## config.mk

```make
export PLATFORM = sky130hd
export DESIGN_NAME = sequence_generator
export DESIGN_NICKNAME = d
export VERILOG_FILES = /design/src/rtl/sequence_generator.sv
export SDC_FILE = /design/constraint.sdc
export NUM_CORES = 1
export LEC_CHECK = 0
export CAP_MARGIN = 15
export CORE_MARGIN = 3
export CORE_UTILIZATION = 58
export CTS_BUF_LIST = sky130_fd_sc_hd__clkbuf_4
export DETAILED_ROUTE_END_ITERATION = 16
export PLACE_DENSITY = 0.83
export RECOVER_POWER = 25
export SLEW_MARGIN = 20
export SYNTH_ARGS = -nofsm -noshare
export SYNTH_HDL_FRONTEND = slang
export SYNTH_SLANG_ARGS = --single-unit
```

## constraint.sdc

```tcl
create_clock -name clk -period 2.35 [get_ports clk]
set_input_delay 0.47 -clock clk [delete_from_list [all_inputs] [get_ports clk]]
set_output_delay 0.47 -clock clk [all_outputs]
set_load 0.01 [all_outputs]
```

## src/rtl/sequence_generator.sv

```systemverilog
// Serial bit-pattern transmitter: shifts a captured pattern out MSB-first on X,
// with a repeat count and programmable idle gaps between repetitions.
module sequence_generator #(
  parameter int   WIDTH    = 8,
  parameter int   GAP      = 2,
  parameter logic IDLE_LVL = 1'b0,
  parameter int   LEN_W    = $clog2(WIDTH) + 1
) (
  input  logic             clk,
  input  logic             rst,
  input  logic             in_valid,
  output logic             in_ready,
  input  logic [WIDTH-1:0] in_data,
  input  logic [LEN_W-1:0] in_len,
  input  logic [3:0]       in_repeat,
  output logic             X,
  output logic             x_valid,
  output logic             busy,
  output logic             done
);

  localparam int GAP_W = (GAP > 0) ? $clog2(GAP + 1) : 1;

  typedef enum logic [1:0] {S_IDLE, S_SHIFT, S_GAP} state_t;

  state_t           state;
  logic [WIDTH-1:0] pat;
  logic [WIDTH-1:0] sh;
  logic [LEN_W-1:0] len_r;
  logic [LEN_W-1:0] cnt;
  logic [3:0]       rep;
  logic [GAP_W-1:0] gcnt;

  logic [LEN_W-1:0] eff_len;
  logic [WIDTH-1:0] aligned;

  // Pattern is left-aligned so bit len-1 always sits at the MSB; shifting left
  // then walks the bits in descending order without a variable bit select.
  always_comb begin
    eff_len = in_len;
    if (in_len == '0 || in_len > LEN_W'(WIDTH)) eff_len = LEN_W'(WIDTH);
    aligned = in_data << (LEN_W'(WIDTH) - eff_len);
  end

  always_ff @(posedge clk or negedge rst) begin
    if (!rst) begin
      state    <= S_IDLE;
      in_ready <= 1'b1;
      X        <= IDLE_LVL;
      x_valid  <= 1'b0;
      busy     <= 1'b0;
      done     <= 1'b0;
      pat      <= '0;
      sh       <= '0;
      len_r    <= '0;
      cnt      <= '0;
      rep      <= '0;
      gcnt     <= '0;
    end else begin
      case (state)
        S_IDLE: begin
          done <= 1'b0;
          if (in_valid && in_ready) begin
            state    <= S_SHIFT;
            pat      <= aligned;
            sh       <= aligned << 1;
            len_r    <= eff_len;
            cnt      <= eff_len - 1'b1;
            rep      <= in_repeat;
            X        <= aligned[WIDTH-1];
            x_valid  <= 1'b1;
            busy     <= 1'b1;
            in_ready <= 1'b0;
          end
        end

        S_SHIFT: begin
          if (cnt != '0) begin
            cnt <= cnt - 1'b1;
            X   <= sh[WIDTH-1];
            sh  <= sh << 1;
          end else if (rep != '0) begin
            rep <= rep - 1'b1;
            if (GAP > 0) begin
              state   <= S_GAP;
              X       <= IDLE_LVL;
              x_valid <= 1'b0;
              gcnt    <= GAP_W'(GAP - 1);
            end else begin
              X   <= pat[WIDTH-1];
              sh  <= pat << 1;
              cnt <= len_r - 1'b1;
            end
          end else begin
            state    <= S_IDLE;
            X        <= IDLE_LVL;
            x_valid  <= 1'b0;
            busy     <= 1'b0;
            done     <= 1'b1;
            in_ready <= 1'b1;
          end
        end

        S_GAP: begin
          if (gcnt == '0) begin
            state   <= S_SHIFT;
            X       <= pat[WIDTH-1];
            sh      <= pat << 1;
            cnt     <= len_r - 1'b1;
            x_valid <= 1'b1;
          end else begin
            gcnt <= gcnt - 1'b1;
          end
        end

        default: state <= S_IDLE;
      endcase
    end
  end

endmodule

```

==> impl_metrics.ini <==
[floorplan]
die-area_sq_um = 4630
initial_core_util_pct = 63.4
die_x_microns = 68.1
ioPinCount = 24
rows = 21
die_h_microns = 68.1
fp.coreArea_sq_um = 3520

[clock_network]
insertion_delay_ps = 360
post_cts_resized = 0
clkSinkCount = 36
cts_post_setup_buffers_inserted = 0
clockBufferDepth = 2
cts_inserted_buffers = 5
cts-root-buf = clkbuf_4
tritoncts = yes
cts-htree-levels = 2
hold_buffers = 0
clk_pin_slew_ps = 120

[synthesis]
synth_cell_types = 49
avgSynthCellArea_sq_um = 9.08
synth_area_sq_um = 2230
synthTopCellsByArea = dfrtp_1 39%, mux2i_1 6.3%, o21ai_0 6.3%, nand2_1 5.4%, ha_1 5.0%
syn_inst = 246
synth_top_flop_cell = dfrtp_1
syn_nets = 274
yosysTopAreaCellShare_pct = 39.2
synthArstFlopShare_pct = 100
yosysTopAreaCell = dfrtp_1
seq_area_frac_synth_pct = 40.4
synth_seq_cells = 36
ys_warn_count = 0
synth-edff-count = 0

[setup_path]
startpoint_type = input pin
crit_slowest_cell = mux4_2
required_ps = 2660
crit_arrival_ps = 2440
critPathCaptureType = flip-flop
crit_buf_inv = 2
worstPathCellList = clkdlybuf4s50_1 -> nor2b_1 -> inv_2 -> ha_1 -> xnor2_2 -> mux4_2 -> nand2_1 -> a22o_1
max_stage_delay_ps = 530
crit_start = in_len[0]
criticalPathCategory = in -> reg
crit_fanout = 5
critical-path-top-delay-family = buffers and inverters
worstReg2RegStart = state[1]$_DFFE_PN0P_

[placed_design]
dp_hpwl_microns = 3580
gp_congestion = 0.862
dp_worst_setup_slack_ps = -156
io_buffers = 23

[pwr]
power_uw = 2980
power.density_nw_per_um2 = 1120
leakagePower_uw = 0.00120
peakVddDrop_uv = 697

[finish]
fillers = 276
diodes = 0
final_cell_mix = 35 x dfrtp_1, 32 x nand2_1, 28 x o21ai_0, 22 x clkdlybuf4s50_1, 21 x buf_4
multi_input_area_sq_um = 1200
area_growth_pct = 19.6
final_common_cell = dfrtp_1
nets = 311
fin_util_pct = 75.9
seqCellArea_sq_um = 902
drive_above_1_share_pct = 14.4

[sta]
slew_viol_final = 0
rsz0062_at_grt = false
max_freq_mhz = 470
hold-worst-slack_ps = 492
max-slew-margin-rel_pct = 40.9
period_share_pct = 90.5
clock_skew_ps = 10.2
tns_ps = 0
worst_pin_slew_ps = 886
setup_ws_ps = 223
period_minus_slack_ps = 2130
setup_viol = 0
hold_violations = 0

[global_routing]
grt_pass1_wl_microns = 8180
grt_max_degree = 37
antenna_found_initial = 0
overflow = 0
first_global_vias = 1823
grt_use_total_pct = 23.8

[drt]
num_vias = 1919
ant_nets = 0
post_drt_wl_per_cell_microns = 14.6
first_pass_iters = 4
via_per_inst = 5.82
dr.first_iter.drc_count = 119
drt-total-wl_microns = 4810
drc = 0

[run]
cap_violations = 0

[status]
status = completed

[min_path]
min_from = pat[0]$_DFFE_PN0P_
worst_hold_path_type = reg -> reg
## where the power goes
| part | switching [uW] | internal [uW] |
|---|---|---|
| registers | 179 | 877 |
| clock network | 221 | 110 |
| logic | 878 | 718 |
| total | 1280 | 1700 |
## stage by stage
stage,area (sq um),cells
floorplan,2230,246
global placement,2620,322
detailed placement,2620,322
CTS,2670,330
global route,2670,330
finish,2670,330
## worst register-to-register path: stages (launching register included)
cell,delay (ps)
dfrtp_1,460
inv_1,110
ha_1,520
a22oi_1,180
mux2i_1,240
inv_1,70
ha_1,210
xnor2_1,140
o21ai_0,80
## synthesized netlist by cell type, types with 2 or more instances
library cell and count:
a21oi_1 11, nand2b_1 2, nand3_1 4, mux2i_1 14, o31ai_1 3, o21ai_0 28
nor2_1 9, a22o_1 7, nor3_1 8, nand2_1 32, clkbuf_1 10, a31oi_1 5
a211oi_1 4, xnor2_1 2, inv_1 17, o41ai_1 2, nor4_1 3, nor2b_1 3
buf_2 3, dfrtp_1 35, ha_1 9, a22oi_1 7, and3_1 2
## logic make-up (layout without fill, tap and decap cells)
family          Yosys count  after routing  synth area share [%]
compound gates           78             78                  23.6
flops                    36             36                  40.4
xor+xnor                  4              4                  2.24
fa+ha+maj                 9              9                  5.04
buf+inv                  33             71                  5.88
mux                      16             16                  7.79
simple gates             70             70                  15.1
## per-layer routing
layer	GRT usage (%)	share of wire [%]	up-vias
li1	-	-	961
met2	41.0	49	45
met5	0	0	-
met3	5.09	4.2	7
met4	9.93	1.5	0
met1	28.6	45	906
## state kept, by name, indices dropped and copies added, names as in the netlist
register and cells:
pat 8, sh 7, cnt 4, len_r 4
rep 4, gcnt 2, state 2, X 1
busy 1, done 1, in_ready 1, x_valid 1
## final cells by class
class	count	area share [%]
Inverter	18	2.53
Multi-Input combinational cell	177	44.9
Clock buffer	5	1.41
Sequential cell	36	33.8
Timing Repair Buffer	45	14.7
Clock inverter	3	0.515
Tap cell	46	2.15
## worst paths after layout
kind	to	slack [ps]	cells past startpoint
hold / removal	pat[0]$_DFFE_PN0P_	490	2
setup reg to reg	cnt[2]$_DFFE_PN0P_	230	8
setup / recovery	X$_DFFE_PN0P_	220	8
min in group asynchronous	busy$_DFFE_PN0P_	740	2
hold reg to reg	pat[0]$_DFFE_PN0P_	490	2
max in group asynchronous	sh[1]$_DFFE_PN0P_	1050	2
(Power assumes the default switching activity.)
